<file path="src/rtl/ppc60x_burst_master.sv">
// PowerPC 60x bus master: turns one local read/write request into a full
// bus tenure. The tenure covers arbitration, an address phase with retry, and a single- or burst-beat data phase.
module ppc60x_burst_master #(
  parameter int AW        = 32,
  parameter int DW        = 64,
  parameter int BEATS     = 4,
  parameter int MAX_RETRY = 8
) (
  input  logic                CLK,
  input  logic                RST,
  input  logic                REQ,
  input  logic                REQ_WE,
  input  logic                REQ_BURST,
  input  logic [2:0]          REQ_SIZE,
  input  logic [AW-1:0]       REQ_ADDR,
  input  logic                REQ_WT,
  input  logic [BEATS*DW-1:0] WDATA,
  output logic [DW-1:0]       RDATA,
  output logic                RVALID,
  output logic                BUSY,
  output logic                DONE,
  output logic                ERR,
  output logic                BR,
  input  logic                BG,
  output logic                TS,
  output logic [AW-1:0]       A,
  output logic [4:0]          TT,
  output logic [2:0]          TSIZ,
  output logic                TBST,
  output logic                WT,
  output logic                ADDR_OE,
  input  logic                AACK,
  input  logic                ARTRY,
  input  logic                DBG,
  input  logic                TA,
  output logic [DW/2-1:0]     DH,
  output logic [DW/2-1:0]     DL,
  input  logic [DW/2-1:0]     DL_IN,
  input  logic [DW/2-1:0]     DH_IN,
  output logic                D_OE
);
  localparam int LB = $clog2(BEATS*DW/8);
  localparam int CW = $clog2(BEATS);
  localparam int RW = $clog2(MAX_RETRY+1);

  typedef enum logic [2:0] {
    S_IDLE, S_BUSREQ, S_ADDR, S_AWIN, S_DWAIT, S_DATA, S_DONE
  } state_t;

  state_t                     r_state, w_next;
  logic                       r_we, r_burst, r_wt, r_ts;
  logic [2:0]                 r_size;
  logic [AW-1:0]              r_addr;
  logic [BEATS-1:0][DW-1:0]   r_line;
  logic [RW-1:0]              r_retry;
  logic [CW-1:0]              r_cnt;
  logic                       r_busy, r_done, r_err, r_rvalid;
  logic [DW-1:0]              r_rdata;
  logic                       w_last;
  logic [RW-1:0]              w_retry_inc;
  logic [AW-1:0]              w_line_addr;
  logic [DW-1:0]              w_beat;

  always_comb begin
    w_line_addr          = REQ_ADDR;
    w_line_addr[LB-1:0]  = '0;
  end

  assign w_last      = r_burst ? (r_cnt == CW'(BEATS-1)) : 1'b1;
  assign w_retry_inc = r_retry + RW'(1);
  assign w_beat      = r_line[r_cnt];

  always_comb begin
    w_next = r_state;
    case (r_state)
      S_IDLE:   if (REQ) w_next = S_BUSREQ;
      S_BUSREQ: if (!BG && ARTRY) w_next = S_ADDR;
      S_ADDR:   if (!AACK) w_next = S_AWIN;
      S_AWIN: begin
        if (!ARTRY) w_next = (w_retry_inc == RW'(MAX_RETRY)) ? S_IDLE : S_BUSREQ;
        else        w_next = S_DWAIT;
      end
      S_DWAIT:  if (!DBG) w_next = S_DATA;
      S_DATA:   if (!TA && w_last) w_next = S_DONE;
      S_DONE:   w_next = S_IDLE;
      default:  w_next = S_IDLE;
    endcase
  end

  always_ff @(posedge CLK) begin
    if (RST) begin
      r_state  <= S_IDLE;
      r_we     <= 1'b0;
      r_burst  <= 1'b0;
      r_wt     <= 1'b0;
      r_ts     <= 1'b0;
      r_size   <= '0;
      r_addr   <= '0;
      r_line   <= '0;
      r_retry  <= '0;
      r_cnt    <= '0;
      r_busy   <= 1'b0;
      r_done   <= 1'b0;
      r_err    <= 1'b0;
      r_rvalid <= 1'b0;
      r_rdata  <= '0;
    end else begin
      r_state  <= w_next;
      r_done   <= 1'b0;
      r_err    <= 1'b0;
      r_rvalid <= 1'b0;
      // TS marks only the first cycle of each address tenure
      r_ts     <= (w_next == S_ADDR) && (r_state != S_ADDR);
      case (r_state)
        S_IDLE: if (REQ) begin
          r_we    <= REQ_WE;
          r_burst <= REQ_BURST;
          r_wt    <= REQ_WT;
          r_size  <= REQ_SIZE;
          r_addr  <= REQ_BURST ? w_line_addr : REQ_ADDR;
          r_line  <= WDATA;
          r_retry <= '0;
          r_busy  <= 1'b1;
        end
        S_AWIN: if (!ARTRY) begin
          r_retry <= w_retry_inc;
          if (w_retry_inc == RW'(MAX_RETRY)) begin
            r_done <= 1'b1;
            r_err  <= 1'b1;
            r_busy <= 1'b0;
          end
        end
        S_DWAIT: r_cnt <= '0;
        S_DATA: if (!TA) begin
          r_cnt <= r_cnt + CW'(1);
          if (!r_we) begin
            r_rdata  <= {DH_IN, DL_IN};
            r_rvalid <= 1'b1;
          end
          if (w_last) begin
            r_done <= 1'b1;
            r_busy <= 1'b0;
          end
        end
        default: ;
      endcase
    end
  end

  assign BR      = ~(r_state == S_BUSREQ);
  assign TS      = ~((r_state == S_ADDR) && r_ts);
  assign ADDR_OE = (r_state == S_ADDR);
  assign A       = r_addr;
  assign TT      = r_we ? 5'b00010 : 5'b01010;
  assign TSIZ    = r_burst ? 3'b010 : r_size;
  assign TBST    = ~r_burst;
  assign WT      = ~r_wt;
  assign D_OE    = (r_state == S_DATA) && r_we;
  assign DH      = w_beat[DW-1:DW/2];
  assign DL      = w_beat[DW/2-1:0];
  assign RDATA   = r_rdata;
  assign RVALID  = r_rvalid;
  assign BUSY    = r_busy;
  assign DONE    = r_done;
  assign ERR     = r_err;
endmodule

</file>
<file path="config.mk">
export PLATFORM = sky130hd
export DESIGN_NAME = ppc60x_burst_master
export DESIGN_NICKNAME = d
export VERILOG_FILES = /design/src/rtl/ppc60x_burst_master.sv
export SDC_FILE = /design/constraint.sdc
export NUM_CORES = 1
export LEC_CHECK = 0
export BUFFER_PORTS_ARGS = -buffer_cell sky130_fd_sc_hd__clkbuf_2
export CORE_AREA = 2 2 209 211
export CTS_BUF_LIST = sky130_fd_sc_hd__clkbuf_16
export CTS_CLUSTER_DIAMETER = 50
export CTS_CLUSTER_SIZE = 8
export DETAILED_ROUTE_END_ITERATION = 6
export DIE_AREA = 0 0 211 213
export HOLD_SLACK_MARGIN = 0.02
export PLACE_DENSITY = 0.69
export SYNTH_ARGS = -nofsm -noshare
export SYNTH_HDL_FRONTEND = slang
export SYNTH_SLANG_ARGS = --single-unit
</file>
<file path="constraint.sdc">
create_clock -name CLK -period 2.3 [get_ports CLK]
set_clock_uncertainty 0.15 [all_clocks]
set_input_delay 0.115 -clock CLK [delete_from_list [all_inputs] [get_ports CLK]]
set_output_delay 0.115 -clock CLK [all_outputs]
set_load 0.005 [all_outputs]
</file>
# Word-level counts from Yosys, hierarchy flattened
# Cells that the tools add are included.
# totals
word_cells	92
regBits	372
out_inout_bits	178
# op_classes
n_lt_le_gt_ge	1
mux	31
n_reduce_logical	18
eq_ne	14
n_bitwise	8
add_sub_neg	2
# op_table
operator	n
binary-select mux 64 bit (select 2 bit)	1
two-way mux 64 bit	1
two-way mux 3 bit	7
case mux 3 bit (6 select lines)	1
two-way mux 1 bit	12
two-way mux 4 bit	3
inequality test 2 bit, second input constant	5
== test 3 x 2 -> 1 bit, second input constant	3
inverter 1 bit	8
case mux 4 bit (2 select lines)	1
== test 3 bit, second input constant	2
AND reduction 3 bit	2
AND reduction 6 bit	1
logical AND 1 bit	5
two-way mux 5 bit	1
adder 4 x 1 -> 4 bit, second input constant	1
== test 4 bit, second input constant	1
case mux 2 bit (2 select lines)	1
AND reduction 2 bit	2
nonzero test 2 bit	2
== test 3 x 1 -> 1 bit, second input constant	1
logical NOT 3 bit	1
less-than comparator 2 x 3 -> 1 bit, second input constant	1
inequality test 3 x 2 -> 1 bit, second input constant	1
other kinds (9)	10

# Logic depth before layout (Yosys ltp)
# Gate-level depths: netlist of run 1.
# logic_depth
word_depth	7
ltp_mapped	8
ltp_nobuf	6

# Worst setup path before layout of run 1
# No wires, ideal clock.
# synth_path
kind	register to output
startpoint	register r_cnt[1]
endpoint	output DH[0]
stages_incl_launch_ff	4
arrival_time_ns	1.406
required_time_ns	2.035
path_slack_ns	0.629
cell_sequence	dfxtp_1 buf_2 buf_2 mux4_2
# synth_between
elab_chain_cells	2
# synth_rtl
element	line_no	rtl
start, declared	56	logic [CW-1:0] r_cnt;
start signal, assigned	135	r_cnt <= r_cnt + CW'(1);
binary-select mux 64 bit (select 2 bit)	71	assign w_beat = r_line[r_cnt];
two-way mux 64 bit (not written as such)	71	
end, declared	36	output logic [DW/2-1:0] DH,
# Every way passes these cells. The select of a mux whose other input is x is not followed.

# Final worst setup path of run 1
# layout_path
startpoint	register r_cnt[1]
endpoint	output DL[28]
# layout_between
elab_chain_cells	2
# layout_rtl
element	line_no	rtl
binary-select mux 64 bit (select 2 bit)	71	
two-way mux 64 bit (not written as such)	71	
end, declared	37	output logic [DW/2-1:0] DL,
# Every way passes these cells. The select of a mux whose other input is x is not followed.

==> metrics.txt, run 1 <==
Max Clk Rate roughly 450 MHz; yosys warns 0; R2R Path End A[30]$_SDFFE_PP0P_; Finished Core Util 54.8%; non-filler instance count after layout 3200; Hold Path Stages 4; Seq cells post-synth ~370; violations in the final reports DRC; min-delay worst type primary input to flip-flop; Worst-Skew Late Latency about 0.57 ns; core box area 42700 um^2; unrepaired setup endpoints after global routing false; FF-to-FF path depth 5; Distinct cells, synth 33; Detail Route Antenna Nets 0; Residual DRC 1; Leakage 9.93 nW; Port Buffer Count about 540; Worst path slowest cell mux4_2; # IOs 544; vias in the first global route roughly 17000; Synth Area in Compound Gates about an eighth; Mapped Cells 1738; post-route cell area around 23000 um^2; status finished with violations; clock buffer depth 3; Reg2Reg Setup Slack about 0.12 ns; first-pass GRT wire length between 80000 and 90000 um; CTS Buf Count 55; Hold Crit Endpoint r_line[51]$_SDFFE_PP0P_; Crit Path Category flip-flop to primary output; Synth Area in XOR/XNOR 0%; TritonRoute pass-1 iters 7; share of Yosys cell area claimed by the top area cell type slightly above 50%; worst path buffer plus inverter count 3; # rows 76; RD Place Congestion 0.857; crit-path max cell delay 0.54 ns; main area contributors after synthesis dfxtp_1 (51%), nand2_1 (19%), a21oi_1 (13%); critical path required time 2.04 ns; clk slew on worst S/H paths around 0.05 ns; largest family of logic cells by synthesized area simple AND/OR/NAND/NOR gates; VDD IR-drop max 0.000669 V; Final setup viols 0; Tmin final between 2 and 2.5 ns; worst r2r src r_state[0]$_SDFF_PP0_; Top FF cell, synth dfxtp_1; Post-synth EDFFs 0; Detailed Place HPWL about 35000 um; WL/cell about 18 um; Synth Area in Simple Gates 20.7%; startpoint types flip-flop; mux cell area share after synthesis under 10%; crit path capture type primary output; Initial Util 34.0%; vias per cell 5.16; initial antenna violation count 8; H-tree depth 2; layout cells sized above 1 28.0%; Clock Tree Root clkbuf_16; Adder-Cell Fraction of Synth Area less than 1%; CP Max Fanout 5; CP delay by family, top multiplexers; register area share after synthesis between 50% and 60%; commonest non-fill, non-tap cell in the layout nand2_1; slew at the pin with the worst max-slew slack around 0.7 ns; ys async rst share 0%; Area Growth Syn to Fin 61.1%; grt total ovfl 0; Post-Place Cells ~2700; GRT Util Overall 24.4%; Mapped Avg Cell Area 8.36 um^2; most frequent cells in the layout nand2_1 (722), clkbuf_2 (538), dlygate4sd3_1 (376); Register Area 7460 um^2; CP arrival between 1.5 and 2 ns; setup_tns 0 ns; DRT iter0 DRCs ~1500; Cell Pwr Density ~720 nW/um^2; Post-Route WL just under 60000 um; Total Die Area 44900 um^2; clk sinks 372; CTS tree done; Fill cells between 3000 and 4000; Cell Area, Placed ~18000 um^2; multi-input logic area roughly 6400 um^2; max_slew headroom a little over half; die width about 210 um; Max Cap Violations 0; Die Span Y 213 um; Hold Fails Final Rpt 0; via count 16507; Synth area leader dfxtp_1; final total power roughly 0.017 W; Post-Syn Area between 10000 and 15000 um^2; Nets 3004; pin count of the biggest net entering global routing 86; crit share post-route a little over nine tenths; hold path startpoint WDATA[51]; crit-path cells buf_12 > buf_4 > mux4_2 > clkbuf_2; Slew Limit Fails 0
[how the worst max path moves through the flow]
stage,from,endpoint,slack (ns),depth (start not counted)
after global routing,r_state[0]$_SDFF_PP0_,A[2]$_SDFFE_PP0P_,0.003,5
after CTS,r_cnt[1]$_SDFFE_PP0P_,DH[14],-0.05,3
final,r_cnt[1]$_SDFFE_PP0P_,DL[28],0.07,4
after detailed placement,r_state[0]$_SDFF_PP0_,r_line[143]$_SDFFE_PP0P_,0.23,5
after global placement,r_state[0]$_SDFF_PP0_,r_line[37]$_SDFFE_PP0P_,0.29,5
after floorplan,r_cnt[1]$_SDFFE_PP0P_,DH[0],0.63,3
[metal layers]
layer / part of all wire (%) / routed length, um / track usage [%]
met4: 5.2 / 3060 / 14.5
met2: 51 / 29600 / 43.7
met5: 0.022 / 13 / 0
met1: 35 / 20700 / 25.8
met3: 8.7 / 5100 / 6.65
[where the power goes]
part           internal [W]  leakage (nW)  switching, W
logic               0.00120          6.11       0.00117
registers           0.00683          3.05      0.000217
clock network       0.00465         0.777       0.00281
total                0.0127          9.93       0.00420
[state kept, by name, indices dropped and copies added, names as in the netlist, 2 cells and up]
register	flops
A	32
r_cnt	2
RDATA	64
r_state	3
r_retry	4
r_size	3
r_line	256
[cells in the mapped netlist, drive strengths merged (3+ instances only)]
| master | instances |
|---|---|
| ha | 3 |
| buf | 83 |
| mux4 | 64 |
| nand2 | 722 |
| nand3b | 6 |
| a211oi | 3 |
| nor2 | 16 |
| clkbuf | 59 |
| inv | 6 |
| nand2b | 3 |
| a31oi | 5 |
| o21ai | 3 |
| nor3 | 6 |
| nand3 | 3 |
| a21oi | 365 |
| dfxtp | 372 |
[area by class of cell]
class,count,area share [%]
clock inverters,12,0.776
diodes,9,0.0963
flip-flops and latches,372,31.9
inverters,6,0.0963
well taps,546,2.92
clock buffers,55,5.88
multi-input cells,1220,27.4
repair buffers,980,30.9
[cell families (layout without fill, tap and decap cells)]
group	count (synthesis)	count (layout)
AND/OR/NAND/NOR	770	770
AO/OA/AOI/OAI	379	379
flip-flops	372	372
buffers and inverters	148	1053
multiplexers	64	64
adder cells (fa/ha/maj)	3	3
other	2	13
[what timing repair did]
item                                    in CTS  in global routing
resized for setup                            0                  6
setup buffers                                4                  2
endpoints found under the hold margin      371                  0
pin swaps                                    0                  1
gates cloned                                 0                  1
hold buffers                               376                  0
endpoints found under the setup margin      54                 29
[per-stage QoR]
| step | hold WS, ns | setup WS, ns |
|---|---|---|
| 5_1_grt | 0.152 | 0.00255 |
| 4_1_cts | 0.120 | -0.0548 |
| 3_5_place_dp | 0.193 | 0.232 |
| 2_1_floorplan | 0.101 | 0.629 |
| 3_3_place_gp | 0.187 | 0.290 |
| 6_report | 0.165 | 0.0711 |
[worst min-delay path, stage by stage]
cell and delay, ns:
dlygate4sd3_1 0.53, clkbuf_2 0.10, nand2_1 0.04, a21oi_1 0.05
No activity file was read; power rests on OpenSTA's default activity.
==> run 2, diff against run 1 <==
--- a/config.mk
+++ b/config.mk
@@ -14,6 +14,7 @@
 export DIE_AREA = 0 0 211 213
 export HOLD_SLACK_MARGIN = 0.02
 export PLACE_DENSITY = 0.69
+export SETUP_SLACK_MARGIN = 0.02
 export SYNTH_ARGS = -nofsm -noshare
 export SYNTH_HDL_FRONTEND = slang
 export SYNTH_SLANG_ARGS = --single-unit
==> constraint.sdc (replaced) <==
create_clock -name CLK -period 2.2 [get_ports CLK]
set_clock_uncertainty 0.15 [all_clocks]
set_input_delay 0.44 -clock CLK [delete_from_list [all_inputs] [get_ports CLK]]
set_output_delay 0.44 -clock CLK [all_outputs]
set_load 0.005 [all_outputs]
==> run 2 against run 1 <==
The run ends with setup timing left. Largest power group unchanged. Die area unchanged. Clock-buffer cell count did not move. Global-route usage increased by 0.98 points. Worst hold slack got worse by 0.089 ns. Sequential power rose by 5.0%. Highest routed layer unchanged.
==> metrics.txt, run 2 (synthesis results as in run 1) <==
clk sinks roughly 370; # IOs 544; Finished Core Util between 50% and 60%; via count 16568; violations in the final reports setup timing; CTS Buf Count 55; Post-Route WL 60300 um; Initial Util approximately 34%; Tmin final between 2 and 3 ns; Cell Pwr Density roughly 750 nW/um^2; Leakage about 10 nW; WL/cell ~19 um; Crit Path Category flip-flop to primary output; grt met3 use about 7.4%; pin count of the biggest net entering global routing 96; VDD IR-drop max about 0.00052 V; Clock Tree Root clkbuf_16; slew at the pin with the worst max-slew slack approximately 0.53 ns; GRT Util Overall between 20 and 30%; die width approximately 210 um; status finished with violations; TritonRoute pass-1 iters 6; Die Span Y between 200 and 250 um; Post-Place Cells around 2700; # rows 76; hold path startpoint RST; Max Clk Rate roughly 390 MHz; Total Die Area 44900 um^2; first-pass GRT wire length 89700 um; CTS tree done; Biggest register r_line; worst r2r src r_state[0]$_SDFF_PP0_; CP Max Fanout 5; worst setup path startpoint r_cnt[1]$_SDFFE_PP0P_; Fill cells roughly 3400; GRT Max-Usage Layer met2; Port Buffer Count approximately 540; Slew Limit Fails 0; Hold Fails Final Rpt 0; CP arrival 1.97 ns; Area Growth Syn to Fin 60.8%; max_slew headroom 64.7%; DRT iter0 DRCs 1625; unrepaired setup endpoints after global routing true; layout cells sized above 1 between 20% and 30%; crit path capture type primary output; crit share post-route 116%; clk slew on worst S/H paths around 0.05 ns; vias in the first global route around 17000; Residual DRC 0; vias per cell between 5 and 6; commonest non-fill, non-tap cell in the layout nand2_1; most frequent cells in the layout nand2_1 (721), clkbuf_2 (535), dfxtp_1 (366); RD Place Congestion 0.897; Max Cap Violations 0; min-delay worst type primary input to flip-flop; Nets between 2000 and 3000; clock buffer depth 3; non-filler instance count after layout about 3200; Final setup viols 64; H-tree depth 2; Detailed Place HPWL around 36000 um; initial antenna violation count 7; grt total ovfl 0; Worst-Skew Late Latency roughly 0.57 ns; core box area roughly 43000 um^2; startpoint types flip-flop; met2 Usage GRT around 44%; met1 Use GR 26.9%; critical path required time 1.61 ns; Final Worst Setup Slack -0.359 ns; max reg flops 256; Detail Route Antenna Nets 0
==> run 2: cell count changes in the layout (fill, tap and decap cells not counted), sizes merged <==
cell	delta
buf	+14
clkbuf	-4
bufinv	-1
dlygate4sd3	-17
diode	+2
clkinv	+1
==> run 2: worst paths after layout <==
| check | endpoint | slack, ns | cells after the start |
|---|---|---|---|
| worst max-delay path | DH[0] | -0.36 | 4 |
| worst min-delay path | r_cnt[1]$_SDFFE_PP0P_ | 0.08 | 2 |
| worst max register to register | r_line[152]$_SDFFE_PP0P_ | 0.15 | 6 |
| worst min register to register | r_line[208]$_SDFFE_PP0P_ | 0.30 | 2 |
==> run 2: metrics by stage <==
step / total power [W] / instance area, um^2 / setup TNS, ns / hold WS (ns) / setup WS [ns]
after global routing: 0.0182 / 23300 / -23.61 / 0.0550 / -0.419
after CTS: 0.0175 / 23300 / -22.24 / 0.0428 / -0.391
after floorplan: 0.00841 / 14500 / 0 / 0.281 / 0.204
after global placement: 0.00927 / 17900 / 0 / 0.289 / 0.160
final: 0.0176 / 23400 / -19.14 / 0.0754 / -0.359
after detailed placement: 0.00932 / 17900 / 0 / 0.296 / 0.139
==> run 2: power by group <==
part / internal, W / leakage [nW] / switching, W
Sequential: 0.00714 / 3.05 / 0.000260
Combinational: 0.00124 / 6.12 / 0.00122
Clock: 0.00474 / 0.765 / 0.00296
==> run 2: metal layers <==
layer  wire length [um]  up-vias
met5                 11        -
met4               3800        2
met3               5410      305
met2              29700     1080
met1              21400     7661
li1                   -     7520
==> run 2: final cells by class <==
cell class	instances	area (um^2)	share of cell area (%)
antenna	11	27.5	0.118
clock buffer	55	1380	5.89
clock inverter	12	159	0.680
inverter	6	22.5	0.0964
multi-input combinational	1220	6440	27.6
sequential	372	7460	32.0
tap	546	683	2.93
timing repair buffer	973	7180	30.8
==> run 2: repair_timing <==
action | CTS | global route
gates cloned | 1 | 0
pin swaps | 0 | 1
buffers inserted | 15 | 3
setup endpoints to repair | 68 | 67
hold endpoints to repair | 359 | 0
hold buffers | 359 | 0
resized for setup | 18 | 5
==> run 2: critical path, stage by stage, from the launching register on <==
cell	delay [ns]
dfxtp_4	0.36
buf_6	0.18
buf_4	0.17
mux4_2	0.53
clkbuf_2	0.15
